## src/rtl/xif_mem_responder_pkg.sv

```systemverilog
// pa_xif_mem: shared types and helpers for the CORE-V-XIF memory responder.
//   state_e          - responder FSM states
//   TIMEOUT_DEFAULT  - default grant-to-rvalid cycle budget
//   size_to_bytes()  - log2 access size to byte count
//   is_misaligned()  - alignment / bus-width legality check
package pa_xif_mem;

  typedef enum logic [2:0] {
    ST_IDLE,
    ST_CHECK,
    ST_WAIT_COMMIT,
    ST_REQ,
    ST_WAIT_R,
    ST_RESULT
  } state_e;

  localparam int unsigned TIMEOUT_DEFAULT = 16;

  function automatic int unsigned size_to_bytes(input logic [2:0] size);
    return 32'd1 << size;
  endfunction

  // Only the low address byte matters: the largest encodable access is 128 bytes.
  function automatic logic is_misaligned(input logic [7:0]  addr_lo,
                                         input logic [2:0]  size,
                                         input int unsigned bus_bytes);
    int unsigned bytes;
    logic [7:0]  mask;
    bytes = size_to_bytes(size);
    mask  = 8'(bytes - 32'd1);
    return ((addr_lo & mask) != 8'h00) || (bytes > bus_bytes);
  endfunction

endpackage

```

## src/rtl/xif_mem_responder_commit_tracker.sv

```systemverilog
// xif_commit_tracker: remembers the last commit record and whether the
// currently held transaction has been committed or killed.
//   ck, rst                 - clock, async active-low reset
//   commit_valid/id/kill    - commit interface from the core
//   accept, req_id          - new transaction being accepted and its id
//   held_id                 - id of the transaction currently held
//   committed, killed       - held id committed/killed, including this cycle's commit
//   killed_held             - registered kill flag (visible from the next cycle)
module xif_commit_tracker #(
  parameter int unsigned X_ID_WIDTH = 4
) (
  input  logic                  ck,
  input  logic                  rst,
  input  logic                  commit_valid,
  input  logic [X_ID_WIDTH-1:0] commit_id,
  input  logic                  commit_kill,
  input  logic                  accept,
  input  logic [X_ID_WIDTH-1:0] req_id,
  input  logic [X_ID_WIDTH-1:0] held_id,
  output logic                  committed,
  output logic                  killed,
  output logic                  killed_held
);

  logic                  trk_valid_q, trk_valid_d;
  logic [X_ID_WIDTH-1:0] trk_id_q, trk_id_d;
  logic                  trk_kill_q, trk_kill_d;
  logic                  committed_q, committed_d;
  logic                  killed_q, killed_d;
  logic                  live_hit, acc_live_hit, trk_hit;

  assign live_hit     = commit_valid && (commit_id == held_id);
  assign acc_live_hit = commit_valid && (commit_id == req_id);
  assign trk_hit      = trk_valid_q && (trk_id_q == req_id);

  always_comb begin
    trk_valid_d = trk_valid_q;
    trk_id_d    = trk_id_q;
    trk_kill_d  = trk_kill_q;
    if (commit_valid) begin
      trk_valid_d = 1'b1;
      trk_id_d    = commit_id;
      trk_kill_d  = commit_kill;
    end
  end

  // On acceptance the flags restart from the stored record plus any commit
  // arriving in the same cycle; afterwards they only accumulate.
  always_comb begin
    if (accept) begin
      committed_d = (trk_hit && !trk_kill_q) || (acc_live_hit && !commit_kill);
      killed_d    = (trk_hit && trk_kill_q)  || (acc_live_hit && commit_kill);
    end else begin
      committed_d = committed_q || (live_hit && !commit_kill);
      killed_d    = killed_q    || (live_hit && commit_kill);
    end
  end

  always_ff @(posedge ck or negedge rst) begin
    if (!rst) begin
      trk_valid_q <= 1'b0;
      trk_id_q    <= '0;
      trk_kill_q  <= 1'b0;
      committed_q <= 1'b0;
      killed_q    <= 1'b0;
    end else begin
      trk_valid_q <= trk_valid_d;
      trk_id_q    <= trk_id_d;
      trk_kill_q  <= trk_kill_d;
      committed_q <= committed_d;
      killed_q    <= killed_d;
    end
  end

  assign committed   = committed_q || (live_hit && !commit_kill);
  assign killed      = killed_q    || (live_hit && commit_kill);
  assign killed_held = killed_q;

endmodule

```

## src/rtl/xif_mem_responder.sv

```systemverilog
// xif_mem_responder: core-side responder for CORE-V-XIF mem / mem_result.
// Accepts one coprocessor memory transaction at a time, checks alignment,
// holds speculative stores until commit, runs the access on a grant/rvalid
// data bus and returns one mem_result per non-killed transaction.
//   mem_*         - coprocessor request channel (mem_ready = idle)
//   commit_*      - commit/kill strobe from the core
//   mem_result_*  - single-cycle result strobe, fields hold between results
//   dmem_*        - core data-memory port (req/gnt, rvalid/rdata/err)
module xif_mem_responder
  import pa_xif_mem::*;
#(
  parameter int unsigned XLEN           = 32,
  parameter int unsigned FLEN           = 32,
  parameter int unsigned X_ID_WIDTH     = 4,
  parameter int unsigned TIMEOUT_CYCLES = TIMEOUT_DEFAULT
) (
  input  logic                  ck,
  input  logic                  rst,
  input  logic                  mem_valid,
  output logic                  mem_ready,
  input  logic [X_ID_WIDTH-1:0] mem_req_id,
  input  logic [XLEN-1:0]       mem_req_addr,
  input  logic [FLEN-1:0]       mem_req_wdata,
  input  logic [FLEN/8-1:0]     mem_req_be,
  input  logic [2:0]            mem_req_size,
  input  logic                  mem_req_we,
  input  logic                  mem_req_spec,
  input  logic                  commit_valid,
  input  logic [X_ID_WIDTH-1:0] commit_id,
  input  logic                  commit_kill,
  output logic                  mem_result_valid,
  output logic [X_ID_WIDTH-1:0] mem_result_id,
  output logic [FLEN-1:0]       mem_result_rdata,
  output logic                  mem_result_err,
  output logic                  mem_result_dbg,
  output logic                  dmem_req,
  input  logic                  dmem_gnt,
  output logic                  dmem_we,
  output logic [XLEN-1:0]       dmem_addr,
  output logic [FLEN/8-1:0]     dmem_be,
  output logic [FLEN-1:0]       dmem_wdata,
  input  logic                  dmem_rvalid,
  input  logic [FLEN-1:0]       dmem_rdata,
  input  logic                  dmem_err
);

  localparam int unsigned BEW = FLEN / 8;
  localparam int unsigned CW  = $clog2(TIMEOUT_CYCLES);
  localparam logic [CW-1:0] CNT_LAST = CW'(TIMEOUT_CYCLES - 1);

  state_e                state_q, state_d;
  logic [X_ID_WIDTH-1:0] id_q, id_d;
  logic [XLEN-1:0]       addr_q, addr_d;
  logic [FLEN-1:0]       wdata_q, wdata_d;
  logic [BEW-1:0]        be_q, be_d;
  logic [2:0]            size_q, size_d;
  logic                  we_q, we_d;
  logic                  spec_q, spec_d;
  logic [CW-1:0]         cnt_q, cnt_d;
  logic [X_ID_WIDTH-1:0] res_id_q, res_id_d;
  logic [FLEN-1:0]       res_rdata_q, res_rdata_d;
  logic                  res_err_q, res_err_d;

  logic accept, misaligned, timeout;
  logic committed, killed, killed_held;

  assign accept     = mem_valid && (state_q == ST_IDLE);
  assign misaligned = is_misaligned(addr_q[7:0], size_q, BEW);
  assign timeout    = (cnt_q == CNT_LAST);

  xif_commit_tracker #(
    .X_ID_WIDTH (X_ID_WIDTH)
  ) u_tracker (
    .ck           (ck),
    .rst          (rst),
    .commit_valid (commit_valid),
    .commit_id    (commit_id),
    .commit_kill  (commit_kill),
    .accept       (accept),
    .req_id       (mem_req_id),
    .held_id      (id_q),
    .committed    (committed),
    .killed       (killed),
    .killed_held  (killed_held)
  );

  // State register
  always_ff @(posedge ck or negedge rst) begin
    if (!rst) state_q <= ST_IDLE;
    else      state_q <= state_d;
  end

  // Next-state logic
  always_comb begin
    state_d = state_q;
    unique case (state_q)
      ST_IDLE: if (mem_valid) state_d = ST_CHECK;
      ST_CHECK: begin
        if (killed)                            state_d = ST_IDLE;
        else if (misaligned)                   state_d = ST_RESULT;
        else if (we_q && spec_q && !committed) state_d = ST_WAIT_COMMIT;
        else                                   state_d = ST_REQ;
      end
      ST_WAIT_COMMIT: begin
        if (killed)         state_d = ST_IDLE;
        else if (committed) state_d = ST_REQ;
      end
      ST_REQ:    if (dmem_gnt) state_d = ST_WAIT_R;
      ST_WAIT_R: if (dmem_rvalid || timeout) state_d = ST_RESULT;
      ST_RESULT: state_d = ST_IDLE;
      default:   state_d = ST_IDLE;
    endcase
  end

  // Outputs; a kill seen after CHECK still lets the access finish but hides the result
  always_comb begin
    mem_ready        = (state_q == ST_IDLE);
    dmem_req         = (state_q == ST_REQ);
    mem_result_valid = (state_q == ST_RESULT) && !killed_held;
  end

  // Request capture, timeout counter and result fields
  always_comb begin
    id_d        = id_q;
    addr_d      = addr_q;
    wdata_d     = wdata_q;
    be_d        = be_q;
    size_d      = size_q;
    we_d        = we_q;
    spec_d      = spec_q;
    cnt_d       = cnt_q;
    res_id_d    = res_id_q;
    res_rdata_d = res_rdata_q;
    res_err_d   = res_err_q;
    if (accept) begin
      id_d    = mem_req_id;
      addr_d  = mem_req_addr;
      wdata_d = mem_req_wdata;
      be_d    = mem_req_be;
      size_d  = mem_req_size;
      we_d    = mem_req_we;
      spec_d  = mem_req_spec;
    end
    unique case (state_q)
      ST_CHECK: begin
        if (!killed && misaligned) begin
          res_id_d    = id_q;
          res_rdata_d = '0;
          res_err_d   = 1'b1;
        end
      end
      ST_REQ: if (dmem_gnt) cnt_d = '0;
      ST_WAIT_R: begin
        if (dmem_rvalid) begin
          res_id_d    = id_q;
          res_rdata_d = we_q ? '0 : dmem_rdata;
          res_err_d   = dmem_err;
        end else if (timeout) begin
          res_id_d    = id_q;
          res_rdata_d = '0;
          res_err_d   = 1'b1;
        end else begin
          cnt_d = cnt_q + CW'(1);
        end
      end
      default: ;
    endcase
  end

  always_ff @(posedge ck or negedge rst) begin
    if (!rst) begin
      id_q        <= '0;
      addr_q      <= '0;
      wdata_q     <= '0;
      be_q        <= '0;
      size_q      <= '0;
      we_q        <= 1'b0;
      spec_q      <= 1'b0;
      cnt_q       <= '0;
      res_id_q    <= '0;
      res_rdata_q <= '0;
      res_err_q   <= 1'b0;
    end else begin
      id_q        <= id_d;
      addr_q      <= addr_d;
      wdata_q     <= wdata_d;
      be_q        <= be_d;
      size_q      <= size_d;
      we_q        <= we_d;
      spec_q      <= spec_d;
      cnt_q       <= cnt_d;
      res_id_q    <= res_id_d;
      res_rdata_q <= res_rdata_d;
      res_err_q   <= res_err_d;
    end
  end

  assign mem_result_id    = res_id_q;
  assign mem_result_rdata = res_rdata_q;
  assign mem_result_err   = res_err_q;
  assign mem_result_dbg   = 1'b0;
  assign dmem_we          = we_q;
  assign dmem_addr        = addr_q;
  assign dmem_be          = be_q;
  assign dmem_wdata       = wdata_q;

endmodule

```

## config.mk

```make
export PLATFORM = sky130hd
export DESIGN_NAME = xif_mem_responder
export DESIGN_NICKNAME = d
export VERILOG_FILES = /design/src/rtl/xif_mem_responder_pkg.sv /design/src/rtl/xif_mem_responder_commit_tracker.sv /design/src/rtl/xif_mem_responder.sv
export SDC_FILE = /design/constraint.sdc
export NUM_CORES = 1
export LEC_CHECK = 0
export CORE_MARGIN = 2
export CORE_UTILIZATION = 43
export CTS_BUF_LIST = sky130_fd_sc_hd__clkbuf_2
export DETAILED_ROUTE_END_ITERATION = 12
export GPL_ROUTABILITY_DRIVEN = 0
export PLACE_DENSITY = 0.82
export SLEW_MARGIN = 25
export SYNTH_ARGS = -nofsm -noshare
export SYNTH_HDL_FRONTEND = slang
export SYNTH_SLANG_ARGS = --single-unit
export TNS_END_PERCENT = 10
```

## constraint.sdc

```tcl
create_clock -name ck -period 2.1 [get_ports ck]
set_input_delay 0.315 -clock ck [delete_from_list [all_inputs] [get_ports ck]]
set_output_delay 0.315 -clock ck [all_outputs]
set_load 0.02 [all_outputs]
```

==> key figures <==
Setup path
  • Critical path origin: mem_result_rdata[20]$_DFFE_PN0P_
  • Crit path largest cell delay: 640 ps
  • Worst Setup EP: mem_result_rdata[20]
  • Req. time, crit path: 1780 ps
  • RR Startpoint: id_q[1]$_DFFE_PN0P_
  • Worst path depth: 1
  • Worst r2r path cells: 6
  • Critical path's slowest cell: clkdlybuf4s50_1
  • Worst r2r dst: mem_result_id[3]$_DFFE_PN0P_
  • WS Path Type: flop to output port
  • Family with the most delay on the worst path: buffers and inverters
  • Worst setup EP type: output port
  • Critical-path maximum fanout: 2
  • Worst R2R Setup Slack: 220 ps
  • Startpoint types: flop
  • Critical-path cell list: clkdlybuf4s50_1
  • CP bufs+invs: 1
  • Arrival @ worst endpoint: around 1700 ps

Power and ir drop
  • Gate power share: 51.0%
  • Pwr/cell area: 1450 nW/µm²
  • Worst VDD drop: 864 µV
  • P_int: approximately 6800 µW
  • Switching Fraction: 40.6%
  • Net Switching: around 4700 µW
  • Part of the power in registers: a little under two fifths
  • Clock power share: about an eighth
  • Lkg Pwr: approximately 0.0040 µW
  • Final Power: 11500 µW

Routing
  • Routed len/inst: about 16 µm
  • Post-route ant nets: 0
  • Post-route DRC: 0
  • Via Count: about 4500
  • Post-Route WL: roughly 15000 µm
  • Drt pass-1 iters: 7
  • First DRT Iteration DRCs: 254
  • Via/cell ratio: 4.99

STA
  • Post-layout min period: 1990 ps
  • Clk_skew: 14.2 ps
  • Setup violators final: 0
  • Fmax achieved: 502 MHz
  • Period utilisation layout: 94.8%
  • Hold Fails Final Rpt: 0
  • Relative slew slack: 50.8%
  • Final max-slew violation count: 0
  • Hold Worst Slack: 162 ps
  • Worst-Margin Slew: ~740 ps

Global route
  • Remaining global-route overflow: 0
  • GRT Util Overall: 23.3%
  • Largest net degree at the start of global routing: between 100 and 150
  • Initial antenna violation count: 0
  • First-pass GRT wire length: 23500 µm
  • Vias in the first global route: approximately 4700

CTS
  • TritonCTS clock tree: done
  • Clock buffer depth: 2
  • H-tree depth: 4
  • Reg clk slew, reported paths: 170 ps
  • Clock Latency Late Sink: 650 ps
  • Total CTS buffers: 17
  • Clk root buf: clkbuf_2
  • Clock tree sinks: 129

Layout
  • Ant. Diodes: 0
  • Commonest non-fill, non-tap cell in the layout: nand2_1
  • Multi-input gate area in the final layout: 1800 µm²
  • Final net count: 878
  • Fillers: ~900
  • Most frequent cells in the layout: 237 x nand2_1, 201 x clkdlybuf4s50_1, 127 x dfrtp_1
  • FF+latch area: 3230 µm²
  • Share of cells above drive strength 1: about 7.8%
  • Area Overhead vs Synth: 52.9%

Synthesis
  • Ys async rst share: 100%
  • Post-Syn Instances: 520
  • Post-Syn Area: 5180 µm²
  • Synth Register Bits: 129
  • Area share of the largest cell type after synthesis: 62.3%
  • Synth top area cells: dfrtp_1 62%, nand2_1 17%, a22o_1 5.6%, xnor2_1 2.0%, nand3_1 1.2%
  • Distinct cells, synth: 40
  • Number of synthesized flops with an enable pin: 0
  • Synthesis Warnings: 0
  • Synth Flop Type: dfrtp_1
  • Syn_area_per_cell: 9.96 µm²
  • Syn nets: about 640
  • Area leader, netlist: dfrtp_1
  • Post-synthesis sequential area ratio: slightly above 60%

Status
  • Run status: complete, no violations

Place
  • HPWL Detailed: 10600 µm
  • Number of port buffers: around 230

Floorplan
  • Die H: 114 µm
  • IO Count: 231
  • Placeable Area: 11900 µm²
  • Width of the die: 114 µm
  • Die area: 12900 µm²
  • Initial Util: 43.6%
  • Rows: 40

Flow run
  • MaxCap Viol Count: 0

Min path
  • Worst hold path class: input pin to flop
==> registers in the layout, indices dropped and copies added, names as in the netlist, 3 cells and up <==
signal              cells
size_q                  3
cnt_q                   4
mem_result_id           4
dmem_addr              32
state_q                 3
dmem_wdata             32
id_q                    4
mem_result_rdata       32
dmem_be                 4
u_tracker.trk_id_q      4
==> area by class of cell <==
class / instances / area share [%]
clock buffers: 18 / 1.14
repair buffers: 245 / 31.5
inverters: 5 / 0.237
multi-input cells: 358 / 22.8
flip-flops and latches: 129 / 40.8
well taps: 147 / 2.32
clock inverters: 10 / 1.23
==> routing by layer <==
| metal | vias to the layer above | GRT usage, % | wire (µm) |
|---|---|---|---|
| li1 | 2146 | - | - |
| met1 | 2177 | 27.7 | 5980 |
| met2 | 208 | 38.8 | 7130 |
| met3 | 18 | 9.72 | 1600 |
| met4 | 0 | 7.15 | 204 |
| met5 | - | 0 | 0 |
==> power groups by stage <==
stage               clock network, µW  registers, µW  logic [µW]
floorplan                           0           5380        1910
finish                           1340           4290        5860
detailed placement                  0           4340        5900
global placement                    0           4290        5740
CTS                              1390           4290        5920
global route                     1500           4430        6290
==> worst min-delay path by stage <==
stage / startpoint / endpoint / slack, ps / cells after the start
final: mem_req_wdata[20] / dmem_wdata[20]$_DFFE_PN0P_ / 160 / 3
after global routing: mem_req_size[1] / size_q[1]$_DFFE_PN0P_ / 70 / 3
after CTS: mem_req_wdata[3] / dmem_wdata[3]$_DFFE_PN0P_ / 70 / 3
after detailed placement: dmem_wdata[15]$_DFFE_PN0P_ / dmem_wdata[15]$_DFFE_PN0P_ / 460 / 2
after global placement: u_tracker.trk_valid_q$_DFFE_PN0P_ / u_tracker.trk_valid_q$_DFFE_PN0P_ / 450 / 1
after floorplan: rst / cnt_q[0]$_DFFE_PN0P_ / 20 / 0
==> kinds of logic (layout without fill, tap and decap cells) <==
logic type	Yosys count	count (layout)	synth area share (%)
adders and majority gates	1	1	0.242
AOI/OAI and AO/OA	58	58	8.80
xor gates and xnor gates	12	12	2.03
buffers and inverters	33	278	3.24
DFF	129	129	62.3
muxes	9	9	1.93
other	1	1	0.0724
and+or+nand+nor	277	277	21.3
==> what timing repair did <==
action                                  in CTS  in global routing
buffers inserted                             1                  0
gates resized for setup                     24                 21
hold endpoints to repair                   129                  0
endpoints found under the setup margin       8                 20
hold buffers                                 1                  0
==> synth_stat cells (2+ instances only) <==
cell / count
nand2_1: 239
dfrtp_1: 129
a22o_1: 33
clkbuf_1: 15
nand3_1: 12
xnor2_1: 12
nor2_1: 10
buf_2: 8
a21oi_1: 6
inv_1: 5
o21ai_0: 5
buf_6: 4
mux2_1: 4
mux2_2: 4
nand2b_1: 3
nor3_1: 3
a211oi_1: 2
and2_1: 2
o21ai_1: 2
o21bai_1: 2
==> stage by stage <==
| stage | area, µm² | setup WS [ps] | setup TNS (ps) | util [%] | std cells |
|---|---|---|---|---|---|
| after floorplan | 5180 | 320 | 0 | - | 520 |
| after global placement | 7660 | -59.0 | -1920 | 64.6 | 882 |
| after detailed placement | 7660 | -123 | -3870 | 64.6 | 882 |
| after CTS | 7870 | 7.87 | 0 | 66.3 | 912 |
| after global routing | 7920 | -3.56 | -3.56 | 66.7 | 912 |
| final | 7920 | 109 | 0 | 66.7 | 912 |
Note: power is estimated with default switching activity, not from simulation.
